$ cat src/rtl/rtc_init_sequencer.sv
// -----------------------------------------------------------------------------
// rtc_init_sequencer
//
// Power-up initialisation sequencer for an RTC on a multiplexed AD bus.
// A rising edge on `en` walks an external register table (NUM_REGS
// address/data pairs, looked up combinationally through tbl_idx) and writes
// each pair to the RTC. Each entry is an address cycle, a data cycle and a
// gap. Every bus phase (setup, strobe, hold, gap) lasts PHASE_CYC clocks.
// Dropping `en` aborts an active sequence or clears `done`.
//
// Optional feature (compile-time macro RTC_INIT_READBACK_EN):
//   When defined, each data cycle is followed by a read cycle. The sampled
//   bus_in is compared with the table data. The first mismatch sets the
//   sticky err flag and records err_idx. When undefined, rd_o stays 1,
//   err/err_idx stay 0 and bus_in is ignored.
//
// Parameters:
//   DATA_W    AD bus / table data width
//   NUM_REGS  table entries to write (1..256)
//   PHASE_CYC clocks per bus phase (>= 1)
//   IDX_W     width of tbl_idx / err_idx (>= clog2(NUM_REGS))
//
// Ports:
//   clk       system clock, rising edge
//   rst_n     asynchronous active-low reset
//   en        level enable: rising edge starts, low aborts / clears done
//   tbl_idx   current table index (to external ROM)
//   tbl_addr  RTC register address for tbl_idx (from ROM)
//   tbl_data  register value for tbl_idx (from ROM)
//   bus_in    AD bus read data (read-back only)
//   bus_out   AD bus drive value
//   bus_oe    AD bus output enable
//   ad_o      0 = address cycle, 1 = data cycle
//   cs_o      chip select, active low
//   wr_o      write strobe, active low
//   rd_o      read strobe, active low
//   busy      sequence in progress
//   done      all entries written
//   err       sticky read-back mismatch
//   err_idx   table index of the first mismatch
// -----------------------------------------------------------------------------
module rtc_init_sequencer #(
  parameter int DATA_W    = 8,
  parameter int NUM_REGS  = 16,
  parameter int PHASE_CYC = 4,
  parameter int IDX_W     = 8
) (
  input  logic              clk,
  input  logic              rst_n,
  input  logic              en,
  output logic [IDX_W-1:0]  tbl_idx,
  input  logic [DATA_W-1:0] tbl_addr,
  input  logic [DATA_W-1:0] tbl_data,
  input  logic [DATA_W-1:0] bus_in,
  output logic [DATA_W-1:0] bus_out,
  output logic              bus_oe,
  output logic              ad_o,
  output logic              cs_o,
  output logic              wr_o,
  output logic              rd_o,
  output logic              busy,
  output logic              done,
  output logic              err,
  output logic [IDX_W-1:0]  err_idx
);

  localparam int                PC_W     = (PHASE_CYC > 1) ? $clog2(PHASE_CYC) : 1;
  localparam logic [PC_W-1:0]   PC_LAST  = PC_W'(PHASE_CYC - 1);
  localparam logic [IDX_W-1:0]  IDX_LAST = IDX_W'(NUM_REGS - 1);

  typedef enum logic [3:0] {
    IDLE,
    A_SET,
    A_STB,
    A_HLD,
    D_SET,
    D_STB,
    D_HLD,
`ifdef RTC_INIT_READBACK_EN
    R_SET,
    R_STB,
    R_HLD,
`endif
    GAP,
    DONE
  } state_t;

  state_t            state_q, state_d;
  logic              en_q, en_prev_q;
  logic [PC_W-1:0]   phase_q, phase_d;
  logic [IDX_W-1:0]  idx_d;
  logic [DATA_W-1:0] bus_d;
  logic              oe_d, ad_d, cs_d, wr_d, rd_d, busy_d, done_d;

  logic start;
  logic phase_last;
  logic last_entry;

  // Start is an edge of the registered enable, honoured only in IDLE.
  assign start      = en_q & ~en_prev_q;
  assign phase_last = (phase_q == PC_LAST);
  assign last_entry = (tbl_idx == IDX_LAST);

  // ---------------------------------------------------------------------------
  // Next-state logic
  // ---------------------------------------------------------------------------
  // NOTE: every signal written in a combinational block gets a default on the
  // first lines so that no path leaves it unassigned and infers a latch.
  always_comb begin
    state_d = state_q;
    case (state_q)
      IDLE: if (start) state_d = A_SET;
      DONE: if (!en_q) state_d = IDLE;
      default: begin
        // Any active state: a low enable sample aborts immediately,
        // otherwise advance when the current phase has run its length.
        if (!en_q) begin
          state_d = IDLE;
        end else if (phase_last) begin
          case (state_q)
            A_SET:   state_d = A_STB;
            A_STB:   state_d = A_HLD;
            A_HLD:   state_d = D_SET;
            D_SET:   state_d = D_STB;
            D_STB:   state_d = D_HLD;
`ifdef RTC_INIT_READBACK_EN
            D_HLD:   state_d = R_SET;
            R_SET:   state_d = R_STB;
            R_STB:   state_d = R_HLD;
            R_HLD:   state_d = GAP;
`else
            D_HLD:   state_d = GAP;
`endif
            GAP:     state_d = last_entry ? DONE : A_SET;
            default: state_d = IDLE;
          endcase
        end
      end
    endcase
  end

  // ---------------------------------------------------------------------------
  // Output / datapath decode. Outputs are decoded from the next state and
  // registered, so pins change on the same edge as the state.
  // ---------------------------------------------------------------------------
  always_comb begin
    cs_d   = 1'b1;
    wr_d   = 1'b1;
    rd_d   = 1'b1;
    ad_d   = 1'b1;
    oe_d   = 1'b0;
    bus_d  = bus_out;
    busy_d = 1'b1;
    done_d = 1'b0;
    idx_d  = tbl_idx;

    case (state_d)
      IDLE: begin
        busy_d = 1'b0;
        idx_d  = '0;
      end
      DONE: begin
        busy_d = 1'b0;
        done_d = 1'b1;
      end
      A_SET, A_STB, A_HLD: begin
        cs_d = 1'b0;
        ad_d = 1'b0;
        oe_d = 1'b1;
        wr_d = (state_d != A_STB);
        // On the GAP->A_SET edge the ROM still shows the previous entry, so
        // bus_out settles to the new address one clock into A_SET; it is
        // stable well before the strobe.
        bus_d = tbl_addr;
      end
      D_SET, D_STB, D_HLD: begin
        cs_d  = 1'b0;
        ad_d  = 1'b1;
        oe_d  = 1'b1;
        wr_d  = (state_d != D_STB);
        bus_d = tbl_data;
      end
`ifdef RTC_INIT_READBACK_EN
      R_SET, R_STB, R_HLD: begin
        cs_d = 1'b0;
        ad_d = 1'b1;
        rd_d = (state_d != R_STB);
      end
`endif
      default: ;  // GAP: bus released, strobes idle, bus_out holds
    endcase

    // Index advances only when leaving GAP for the next entry.
    if (state_q == GAP && state_d == A_SET) begin
      idx_d = tbl_idx + IDX_W'(1);
    end
  end

  // Phase counter restarts on every state change; it idles at 0 outside
  // the active states.
  always_comb begin
    if (state_d != state_q || state_d == IDLE || state_d == DONE) begin
      phase_d = '0;
    end else begin
      phase_d = phase_q + PC_W'(1);
    end
  end

  // ---------------------------------------------------------------------------
  // State and output registers
  // ---------------------------------------------------------------------------
  // NOTE: sequential state uses non-blocking assignments so every register
  // samples pre-edge values regardless of statement order.
  always_ff @(posedge clk or negedge rst_n) begin
    if (!rst_n) begin
      state_q   <= IDLE;
      en_q      <= 1'b0;
      en_prev_q <= 1'b0;
      phase_q   <= '0;
      tbl_idx   <= '0;
      bus_out   <= '0;
      bus_oe    <= 1'b0;
      ad_o      <= 1'b1;
      cs_o      <= 1'b1;
      wr_o      <= 1'b1;
      rd_o      <= 1'b1;
      busy      <= 1'b0;
      done      <= 1'b0;
    end else begin
      state_q   <= state_d;
      en_q      <= en;
      en_prev_q <= en_q;
      phase_q   <= phase_d;
      tbl_idx   <= idx_d;
      bus_out   <= bus_d;
      bus_oe    <= oe_d;
      ad_o      <= ad_d;
      cs_o      <= cs_d;
      wr_o      <= wr_d;
      rd_o      <= rd_d;
      busy      <= busy_d;
      done      <= done_d;
    end
  end

  // ---------------------------------------------------------------------------
  // Read-back verification
  // ---------------------------------------------------------------------------
`ifdef RTC_INIT_READBACK_EN
  logic rb_sample;
  logic rb_miss;
  logic seq_start;

  // bus_in is sampled on the last clock of the read strobe, unless the
  // sequence is being aborted on that same edge.
  assign rb_sample = (state_q == R_STB) && phase_last && en_q;
  assign rb_miss   = rb_sample && (bus_in != tbl_data);
  assign seq_start = (state_q == IDLE) && start;

  always_ff @(posedge clk or negedge rst_n) begin
    if (!rst_n) begin
      err     <= 1'b0;
      err_idx <= '0;
    end else if (seq_start) begin
      err     <= 1'b0;
      err_idx <= '0;
    end else if (rb_miss && !err) begin
      // Only the first mismatch is recorded; err is sticky until restart.
      err     <= 1'b1;
      err_idx <= tbl_idx;
    end
  end
`else
  logic unused_bus_in;
  assign unused_bus_in = ^bus_in;
  assign err           = 1'b0;
  assign err_idx       = '0;
`endif

endmodule

$ cat config.mk
export PLATFORM = sky130hd
export DESIGN_NAME = rtc_init_sequencer
export DESIGN_NICKNAME = d
export VERILOG_FILES = /design/src/rtl/rtc_init_sequencer.sv
export SDC_FILE = /design/constraint.sdc
export NUM_CORES = 1
export LEC_CHECK = 0
export ABC_AREA = 1
export CAP_MARGIN = 20
export CORE_UTILIZATION = 30
export CTS_CLUSTER_DIAMETER = 120
export DETAILED_ROUTE_END_ITERATION = 8
export SLEW_MARGIN = 0
export SYNTH_ARGS = -nofsm -noshare
export SYNTH_HDL_FRONTEND = slang
export SYNTH_SLANG_ARGS = --single-unit
$ cat constraint.sdc
create_clock -name clk -period 5 [get_ports clk]
set_input_delay 0.5 -clock clk [delete_from_list [all_inputs] [get_ports clk]]
set_output_delay 0.5 -clock clk [all_outputs]
set_load 0.03 [all_outputs]
-- Yosys cells after proc, flatten, opt, wreduce, memory -nomap -nowiden
Cells that the tools add are included.
- flip-flop bits (word level): 30
- input port bits: 27
- output and inout bits: 32
- logic and storage cells: 64
- add/subtract/negate cells: 2
- equality and inequality tests: 20
- multiplexer cells: 17
- bitwise operators: 2
- reductions and logical operators: 11
- operators with widths (operator ; number):
    $eq 4x3->1 const B ; 7
    $pmux 4 s7 ; 1
    $mux 4 ; 5
    $eq 4x2->1 const B ; 4
    $mux 8 ; 2
    $pmux 8 s2 ; 1
    $add 8x1->8 const B ; 1
    $eq 4x1->1 const B ; 2
    $eq 4x4->1 const B ; 2
    $eq 8x4->1 const B ; 1
    $logic_not 4->1 ; 2
    $pmux 4 s2 ; 1
    $reduce_or 3->1 ; 2
    $reduce_or 6->1 ; 1
    $mux 1 ; 5
    $ne 4x2->1 const B ; 1
    $ne 4x3->1 const B ; 1
    $ne 4x4->1 ; 1
    $reduce_bool 2->1 ; 2
    $add 2x1->2 const B ; 1
    $eq 2x2->1 const B ; 1
    $logic_or 1x1->1 ; 2
    $mux 2 ; 1
    $pmux 1 s2 ; 1
    4 further kinds ; 4

-- Logic depth before layout (Yosys ltp)
Gate-level depths: netlist (run 1).
- word-level depth: 10
- depth in mapped cells: 15
- depth with buffers taken out: 15

-- Worst setup path before layout (run 1)
Ideal clock, no wire load.
- kind: reg-to-reg
- start: reg tbl_idx[0]
- end: reg tbl_idx[0]
- setup time: 0.078 ns
- arrival time: 1.848 ns
- required time: 4.922 ns
- setup slack: 3.073 ns
- stages on the path, launching flop included: 13
- buffers on the path: 1
- period minus slack after synthesis: 1.927 ns
- path through: dfrtp_1 -> ha_1 -> nand3_1 -> nor2_1 -> nand3_1 -> nand2_1 -> nand2_2 -> nor2_8 -> inv_2 -> nand4_4 -> buf_4 -> nand3_1 -> o21ai_1
- word-level cells in the longest chain between the ends: 9
- elaborated cells on any way between the ends: 12
- classes of those cells: add/sub (1); eq/ne (2); mux (6); reduce/logical (3)
- RTL lines (item ; RTL line ; source):
    from (decl) ; 51 ; output logic [IDX_W-1:0] tbl_idx,
    from (signal assigned) ; 234 ; tbl_idx <= idx_d;
    $eq 8x4->1 * ; 102 ; assign last_entry = (tbl_idx == IDX_LAST);
    $mux 4 * ; 134 ; GAP: state_d = last_entry ? DONE : A_SET;
    $pmux 4 s7 * ; 120 ; case (state_q)
    $mux 4 * ; 119 ; end else if (phase_last) begin
    $mux 4 * ; 117 ; if (!en_q) begin
    $pmux 4 s2 * ; 111 ; case (state_q)
    via state_d[3] ; 88 ; state_t state_q, state_d;
    $eq 4x1->1 ; 194 ; if (state_q == GAP && state_d == A_SET) begin
    $logic_and 1x1->1 ; 194 ;
    $mux 8 or $reduce_bool 2->1 (tied branches) ; n/a ;
The timed path passes the listed nets; every way through them passes the cells marked *.
A chain may end at the register's enable or synchronous reset.

-- Final worst setup path (run 1)
- start: reg tbl_idx[0]
- end: reg tbl_idx[7]
- word-level cells in the longest chain between the ends: 9
- elaborated cells on any way between the ends: 12
- classes of those cells: add/sub (1); eq/ne (2); mux (6); reduce/logical (3)
- RTL lines (item ; RTL line):
    $eq 8x4->1 ; 102
    $mux 4 ; 134
    $pmux 4 s7 ; 120
    $mux 4 ; 119
    $mux 4 ; 117
    $pmux 4 s2 ; 111
    $eq 4x1->1 ; 194
    $logic_and 1x1->1 ; 194
    $mux 8 or $reduce_bool 2->1 (tied branches) ; n/a
Parallel ways exist; a longest one is shown, timed or not.

==> metrics.md, run 1 <==
| Metric | Value |
|---|---|
| Run status | finished clean |
| Antenna Violating Nets Remaining | 0 |
| Die Height | between 70 and 80 um |
| Yosys cell types | 25 |
| Leakage | between 1 and 1.5 nW |
| Pwr dens | between 300 and 400 nW/um2 |
| Rows | 27 |
| Critical Path AT | 2160 ps |
| First-pass GRT wire length | 5790 um |
| Synth warn | 0 |
| Total track usage | between 10 and 15% |
| Share of cells above drive strength 1 | ~18% |
| I/O pins | 59 |
| H-tree levels | 2 |
| Highest fanout seen on the critical path | 9 |
| Full die area | between 6000 and 7000 um2 |
| Num CTS Buffers | 5 |
| CTS sink count | 30 |
| Hold Path Class | reg -> reg |
| Setup CP Type | reg -> reg |
| Area grow syn2layout | 31.3% |
| Final period util | approximately two fifths |
| Worst-path clk slew | 60 ps |
| Post-synthesis cell area | 1720 um2 |
| Min Clock Period, post-route | around 2000 ps |
| WL per Instance | ~11 um |
| Vias in the first global route | between 1k and 1.5k |
| Largest net degree at the start of global routing | 31 |
| Final hold violation count | 0 |
| Req. time, crit path | between 5000 and 6000 ps |
| Clk buf depth | 2 |
| Power Total | about 0.81 mW |
| Crit path top cell by count | nand2_1 |
| CP Cell Sequence | ha_1 -> nand3_1 -> o21ai_1 -> nand2_1 -> nand2_1 -> nand2_1 -> nand2_2 -> nand3_4 -> inv_2 -> nand2_1 -> nand3_1 -> o21ai_1 |
| GRT Residual Overflow | 0 |
| CP Capture Type | register |
| Maximum VDD drop | just under 0.2 mV |
| Area of the core | 5510 um2 |
| Initial Util | between 30% and 40% |
| Vias | about 1.4k |
| Antenna diodes | 0 |
| Routability cong. | ~0.75 |
| Cells after Synth | roughly 200 |
| Setup TNS | 0 ps |
| Vias per std cell | between 4 and 5 |
| Max-slew violation count | 0 |
| Initial antenna violation count | 0 |
| DRT Pass-1 Iters | 4 |
| Final Setup Violations | 0 |
| Post-CTS setup buffers | 0 |
| Crit path max-delay cell type | dfrtp_1 |
| Cells resized by post-CTS repair | 0 |
| Maximum clock frequency | between 400 and 500 MHz |
| Worst Skew | between 3 and 4 ps |
| Clk_lat worst skew | about 270 ps |
| Port Buffers | 40 |
| Register bit total from synthesis | 30 |
| Avg Cell Area, Syn | around 8.5 um2 |
| Critical path launch point type | register |
| Die W | 77.6 um |
| Final WL | ~3400 um |
| RSZ-0062 raised after global routing | false |
| # hold bufs at CTS | 0 |
| Post-DP HPWL | approximately 2600 um |
| Initial DRC count | 43 |
| CTS root buffer | clkbuf_8 |
| CTS tree | done |
| DRC | 0 |
| Max cap viols | 0 |
| NumNets Final | roughly 280 |
| Slowest cell delay on critical path | 420 ps |
| Post-synthesis sequential area ratio | between 40% and 50% |
[critical path, delay by kind of cell, from the launching register on]
family / cells / cell delay [ps]
fa+ha+maj: 1 / 210
flops: 1 / 420
simple gates: 8 / 910
compound gates: 2 / 260
buf+inv: 1 / 90
[layer usage]
metal,track usage [%],share of wire (%),vias up
met5,0,0,-
met4,3.96,1.1,0
met3,4.24,4.7,5
met2,18.9,48,28
met1,15.9,46,626
li1,-,-,708
[worst paths after layout]
| path | start | end | slack [ps] | cells after the start |
|---|---|---|---|---|
| worst max-delay path | tbl_idx[0] | tbl_idx[7] | 2990 | 12 |
| worst min-delay path | phase_q[0] | phase_q[0] | 440 | 1 |
| worst max register to register | tbl_idx[0] | tbl_idx[7] | 2990 | 12 |
| worst min register to register | phase_q[0] | phase_q[0] | 440 | 1 |
| max in group asynchronous | rst_n | ad_o | 4080 | 2 |
| min in group asynchronous | rst_n | bus_out[5] | 610 | 2 |
[cell usage after synthesis (all sizes together)]
master,instances,area share [%]
ha,2,1.5
a21oi,3,0.87
nand2,54,15
nor2,17,6.4
conb,2,0.44
nand3,33,11
o211ai,1,0.44
o21ai,12,3.5
nand4,1,1.2
dfstp,3,4.6
dfrtp,27,39
xor2,6,3.1
nor3,1,0.58
xnor2,1,0.51
inv,29,6.6
buf,11,4.8
[layout make-up]
class                           instances  area (um2)
Clock buffer                            7        86.3
Inverter                               29         114
Timing Repair Buffer                   41         408
Fill cell                             544        3250
Sequential cell                        30         754
Multi-Input combinational cell        141         796
Tap cell                               72        90.1
Clock inverter                          1        5.00
[layout by cell type, fill, tap and decap left out, types with 3 or more instances in the layout]
master,n
nand2_2,13
inv_2,7
dfrtp_1,27
nor2_1,12
nand2_1,37
clkdlybuf4s50_1,40
a21oi_1,3
dfstp_2,3
clkbuf_8,6
nand2_4,4
o21ai_1,10
inv_1,21
nor2_4,4
nand3_1,31
conb_1,10
xor2_1,6
[where the power goes]
group | switching (mW) | internal, mW
Clock | 0.0867 | 0.111
Combinational | 0.179 | 0.113
Sequential | 0.0273 | 0.288
[sequential cells by signal, summed over array words and instances, names as in the netlist]
signal and cells:
state_q 4, wr_o 1, cs_o 1, busy 1, phase_q 2, done 1, en_q 1, tbl_idx 8
bus_out 8, bus_oe 1, en_prev_q 1, ad_o 1
[metrics by stage]
stage	std cells	instance area, um2	setup WS (ps)	util (%)	hold WS [ps]
after floorplan	211	1750	3070	-	204
after global placement	313	2160	3000	39.3	427
after detailed placement	313	2160	2990	39.3	434
after CTS	321	2250	2980	40.9	443
after global routing	321	2250	2750	40.9	463
final	321	2250	2990	40.9	439
[kinds of logic (layout without fill, tap and decap cells)]
group	after synthesis	after routing	share of synthesized area, %
xor+xnor	7	7	3.57
fa+ha+maj	2	2	1.46
buf+inv	40	78	11.4
flops	30	30	44.0
simple gates	106	106	34.3
compound gates	16	16	4.81
other cells	2	10	0.437
(Power assumes the default switching activity.)
==> run 2: changes to the inputs <==
==> constraint.sdc (replaced) <==
create_clock -name clk -period 2.1 [get_ports clk]
set_input_delay 0.21 -clock clk [delete_from_list [all_inputs] [get_ports clk]]
set_output_delay 0.21 -clock clk [all_outputs]
set_load 0.03 [all_outputs]
==> run 2 against run 1 <==
Against the previous run: sequential cell count stayed put; combinational power is 140% higher; cell area is 1.4% higher; first-iteration DRC count is 7.0% lower; clock power is 140% higher; global-route usage is 0.34 points higher; routed wire length is 2.5% higher; critical path depth is 1 higher; critical endpoint is now bus_out[6]; largest cell class unchanged; highest routed layer unchanged.
==> metrics.md, run 2 (synthesis results as in run 1) <==
| Metric | Value |
|---|---|
| Worst Skew | around 11 ps |
| Antenna Violating Nets Remaining | 0 |
| Reg2Reg Depth | 13 |
| First-pass GRT wire length | ~5900 um |
| Gate power share | between 30% and 40% |
| Max-slew violation count | 0 |
| Clk buf depth | 2 |
| Final WS setup | roughly 230 ps |
| Vias | approximately 1.4k |
| Vias in the first global route | 1294 |
| Initial Util | between 30% and 40% |
| Met3 routed WL | around 140 um |
| RR Endpoint | bus_out[6] |
| Routability cong. | about 0.77 |
| Setup CP Type | reg -> reg |
| CTS root buffer | clkbuf_8 |
| Net Sw Frac | 36.7% |
| Final period util | 89.1% |
| I/O pins | about 60 |
| Psw | roughly 0.71 mW |
| Post-DP HPWL | about 2600 um |
| CP Capture Type | register |
| Num CTS Buffers | 5 |
| Area grow syn2layout | 33.2% |
| Rows | 27 |
| DRC | 0 |
| Highest metal used | met4 |
| Worst-path clk slew | around 70 ps |
| Leakage | ~1.1 nW |
| Pwr dens | between 800 and 900 nW/um2 |
| # hold bufs at CTS | 0 |
| Initial DRC count | 40 |
| Clk_lat worst skew | around 290 ps |
| Setup TNS | 0 ps |
| Wl on met1 | around 1600 um |
| Crit path max-delay cell type | dfrtp_1 |
| Maximum VDD drop | roughly 0.42 mV |
| Largest registers | bus_out x8, tbl_idx x8, state_q x4 |
| Final Setup Violations | 0 |
| Die Height | just under 80 um |
| Highest fanout seen on the critical path | 9 |
| H-tree levels | 2 |
| CTS tree | done |
| Maximum clock frequency | about 530 MHz |
| CTS sink count | 30 |
| Most frequent cells in the layout | clkdlybuf4s50_1, nand2_1, nand3_1 |
| Vias per std cell | between 4 and 5 |
| Port Buffers | 40 |
| Die W | approximately 78 um |
| Initial antenna violation count | 0 |
| Antenna diodes | 0 |
| Cell Int Power | 1.22 mW |
| Total track usage | between 10% and 20% |
| Full die area | between 6000 and 7000 um2 |
| Critical path launch point type | register |
| Power Total | 1.93 mW |
| Share of cells above drive strength 1 | about 20% |
| Area post-placement | approximately 2200 um2 |
| Sequential cell fraction of total power | around 39% |
| Commonest non-fill, non-tap cell in the layout | clkdlybuf4s50_1 |
| GRT Residual Overflow | 0 |
| Final WL | 3490 um |
| Setup WS pre-CTS | approximately 140 ps |
| Core Util, Final | between 40 and 50% |
| Max cap viols | 0 |
| Fin area | between 2000 and 2500 um2 |
| Min Clock Period, post-route | ~1900 ps |
| Critical Path AT | around 2000 ps |
| FF-to-FF Start | tbl_idx[0] |
| RSZ-0062 raised after global routing | false |
| CP Cell Sequence | ha_1 -> nand3_1 -> nor2_1 -> nand3_1 -> nand2_1 -> nand2_2 -> nor2_8 -> nor2_4 -> nand2_4 -> nand2_4 -> inv_6 -> nand2_2 -> nand2_1 |
| Area of the core | between 5000 and 6000 um2 |
| Largest net degree at the start of global routing | 31 |
| Slowest cell delay on critical path | approximately 380 ps |
| Clock network fraction of total power | between 20 and 25% |
| Hold Path Class | in -> async |
| Req. time, crit path | approximately 2300 ps |
| R2r setup slk | approximately 230 ps |
| WL per Instance | about 11 um |
| Final hold violation count | 0 |
| DRT Pass-1 Iters | 4 |
| NumNets Final | between 200 and 300 |
| Met2 WL | about 1700 um |
| Run status | finished clean |
==> run 2: cell types whose count changed in the layout (fill, tap and decap cells not counted) <==
cell	delta
buf_4	+4
nand2_2	+1
nand2_1	-1
==> run 2: worst max path at each step <==
stage	startpoint	endpoint	depth (start not counted)
2_1_floorplan	tbl_idx[0]	tbl_idx[0]	12
3_3_place_gp	tbl_idx[1]	tbl_idx[7]	11
3_5_place_dp	tbl_idx[1]	tbl_idx[7]	11
4_1_cts	tbl_idx[1]	tbl_idx[7]	11
5_1_grt	tbl_idx[0]	bus_out[6]	14
6_report	tbl_idx[0]	bus_out[6]	13
==> run 2: final cells by class <==
cell class | instances | area, um2
fillers | 542 | 3220
repair buffers | 45 | 438
multi-input cells | 141 | 798
clock inverters | 1 | 5.00
inverters | 29 | 114
clock buffers | 7 | 86.3
flip-flops and latches | 30 | 754
well taps | 72 | 90.1
==> run 2: repair_timing <==
item                       CTS  global route
setup buffers                0             1
gates resized for setup      0             1
setup endpoints to repair    0            11
==> run 2: worst max-delay path, delay by kind of cell, from the launching register on <==
family	cells	cell delay, ps
fa+ha+maj	1	220
buf+inv	1	70
flops	1	380
simple gates	11	1060
==> run 2: per-stage QoR <==
step / instances / hold slack (ps)
finish: 325 / 310
global route: 325 / 347
CTS: 324 / 331
detailed placement: 316 / 430
global placement: 316 / 423
floorplan: 211 / -85.6
==> run 2: power by group through the flow <==
stage                     Clock, mW  Sequential, mW  Combinational [mW]
after floorplan                   0           0.935               0.268
after global placement            0           0.762               0.707
after global routing          0.520           0.766               0.765
after detailed placement          0           0.762               0.709
after CTS                     0.491           0.752               0.712
final                         0.477           0.750               0.707
==> run 2: layer usage <==
| metal | up-vias | GRT usage (%) |
|---|---|---|
| met5 | - | 0 |
| met4 | 0 | 5.09 |
| met3 | 5 | 3.88 |
| met2 | 28 | 19.9 |
| met1 | 656 | 15.8 |
| li1 | 717 | - |
==> run 3: changes to the inputs <==
--- a/config.mk
+++ b/config.mk
@@ -7,9 +7,10 @@
 export LEC_CHECK = 0
 export ABC_AREA = 1
 export CAP_MARGIN = 20
-export CORE_UTILIZATION = 30
+export CORE_UTILIZATION = 45
 export CTS_CLUSTER_DIAMETER = 120
 export DETAILED_ROUTE_END_ITERATION = 8
+export PLACE_DENSITY = 0.8
 export SLEW_MARGIN = 0
 export SYNTH_ARGS = -nofsm -noshare
 export SYNTH_HDL_FRONTEND = slang
==> run 3 against run 2 <==
Against the previous run: hold slack about the same; first-iteration DRC count up 48%; clock skew down 4.5 ps; final cell count down 8.0%; via count down 0.50%; highest routed layer unchanged.
==> metrics.md, run 3 (synthesis results as in run 1) <==
| Metric | Value |
|---|---|
| Area grow syn2layout | 30.6% |
| Setup CP Type | reg -> reg |
| DRT Pass-1 Iters | 6 |
| Final hold violation count | 0 |
| Die W | about 64 um |
| RR Endpoint | bus_out[7] |
| Largest registers | bus_out x8, tbl_idx x8, state_q x4 |
| Highest fanout seen on the critical path | 9 |
| CTS sink count | 30 |
| CP Launch Point | tbl_idx[0] |
| Placed cell count | between 200 and 300 |
| Clk_lat worst skew | approximately 280 ps |
| Crit path top cell by count | nand2_2 |
| Largest net degree at the start of global routing | 31 |
| Commonest non-fill, non-tap cell in the layout | clkdlybuf4s50_1 |
| Die Height | roughly 64 um |
| Rows | 22 |
| WP buf/inv | 1 |
| Total track usage | 17.8% |
| Largest delay share family, worst path | simple AND/OR/NAND/NOR gates |
| Reg2Reg Depth | 13 |
| WL per Instance | 11.2 um |
| Cells resized by post-CTS repair | 0 |
| Run status | finished clean |
| CTS root buffer | clkbuf_8 |
| Worst Skew | 6.81 ps |
| Filler cells | 316 |
| First-pass GRT wire length | between 5000 and 6000 um |
| Leakage | roughly 1.1 nW |
| Antenna Violating Nets Remaining | 0 |
| Maximum VDD drop | ~0.65 mV |
| Wl on met1 | 1530 um |
| R2r setup slk | around 180 ps |
| Pwr dens | ~860 nW/um2 |
| Post-DP HPWL | around 2500 um |
| DRC | 0 |
| Critical Path AT | ~2100 ps |
| Met3 routed WL | 133 um |
| Maximum clock frequency | 520 MHz |
| Initial Util | ~47% |
| Post-CTS setup buffers | 0 |
| Final period util | 91.5% |
| Highest metal used | met4 |
| I/O pins | slightly below 60 |
| Num CTS Buffers | 5 |
| FF-to-FF Start | tbl_idx[0] |
| Max-slew violation count | 0 |
| Routability cong. | 0.844 |
| Vias in the first global route | 1240 |
| Clk buf depth | 2 |
| Initial DRC count | slightly below 60 |
| RSZ-0062 raised after global routing | false |
| GRT Residual Overflow | 0 |
| CTS tree | done |
| Initial antenna violation count | 0 |
| Final non-filler cell total | ~300 |
| Req. time, crit path | roughly 2300 ps |
| Full die area | slightly above 4000 um2 |
| Antenna diodes | 0 |
| Most frequent cells in the layout | clkdlybuf4s50_1, nand2_1, nand3_1 |
| # hold bufs at CTS | 0 |
| Hold Path Class | in -> async |
| Final WL | between 3000 and 4000 um |
| H-tree levels | 2 |
| Met2 WL | around 1600 um |
| NumNets Final | 279 |
| Critical path launch point type | register |
| Vias per std cell | around 4.7 |
| Setup TNS | 0 ps |
| Max cap viols | 0 |
| Final Setup Violations | 0 |
| Share of cells above drive strength 1 | 19.5% |
| CP Capture Type | register |
| Slowest cell delay on critical path | approximately 440 ps |
| Worst-path clk slew | roughly 60 ps |
| CP Cell Sequence | ha_1 -> nand3_1 -> nor2_1 -> nand3_1 -> nand2_1 -> nand2_2 -> nor2_8 -> nor2_4 -> nand2_2 -> nand2_4 -> inv_6 -> nand2_2 -> nand2_1 |
| Port Buffers | 40 |
| Area of the core | ~3700 um2 |
| Vias | 1399 |
| Crit path max-delay cell type | dfrtp_2 |
| Min Clock Period, post-route | 1920 ps |
run 3: through the flow:
step           total power [mW]  hold slack (ps)  utilization [%]  setup WS [ps]  instance area (um2)
4_1_cts                    1.95              327             61.1            109                 2240
3_5_place_dp               1.47              431             58.6            130                 2150
2_1_floorplan              1.20            -85.6                -            173                 1750
6_report                   1.93              310             61.2            178                 2240
5_1_grt                    2.02              339             61.2           41.4                 2240
3_3_place_gp               1.46              427             58.6            140                 2150
run 3: power breakdown:
part | internal [mW] | switching [mW] | total (mW) | leakage, nW
clock | 0.264 | 0.209 | 0.473 | 0.0482
combinational | 0.277 | 0.430 | 0.707 | 0.650
sequential | 0.686 | 0.0649 | 0.751 | 0.385
run 3: final cells by class:
type                    instances  area [um2]  area share [%]
flip-flops and latches         30         756            33.7
well taps                      48        60.1            2.68
clock inverters                 1        5.00           0.223
clock buffers                   7        86.3            3.85
repair buffers                 43         423            18.9
inverters                      29         114            5.08
multi-input cells             141         798            35.6
run 3: worst max path at each step:
stage                       endpoint  slack, ps  cells past startpoint
after global placement    tbl_idx[7]        140                     12
after floorplan           tbl_idx[0]        170                     12
final                     bus_out[7]        180                     13
after CTS                 tbl_idx[7]        110                     12
after global routing      tbl_idx[2]         40                     12
after detailed placement  tbl_idx[2]        130                     12
run 3: routing by layer:
layer / GRT usage [%] / vias to the layer above
met1: 21.8 / 645
li1: - / 714
met2: 29.5 / 35
met3: 4.29 / 5
met5: 0 / -
met4: 7.67 / 0
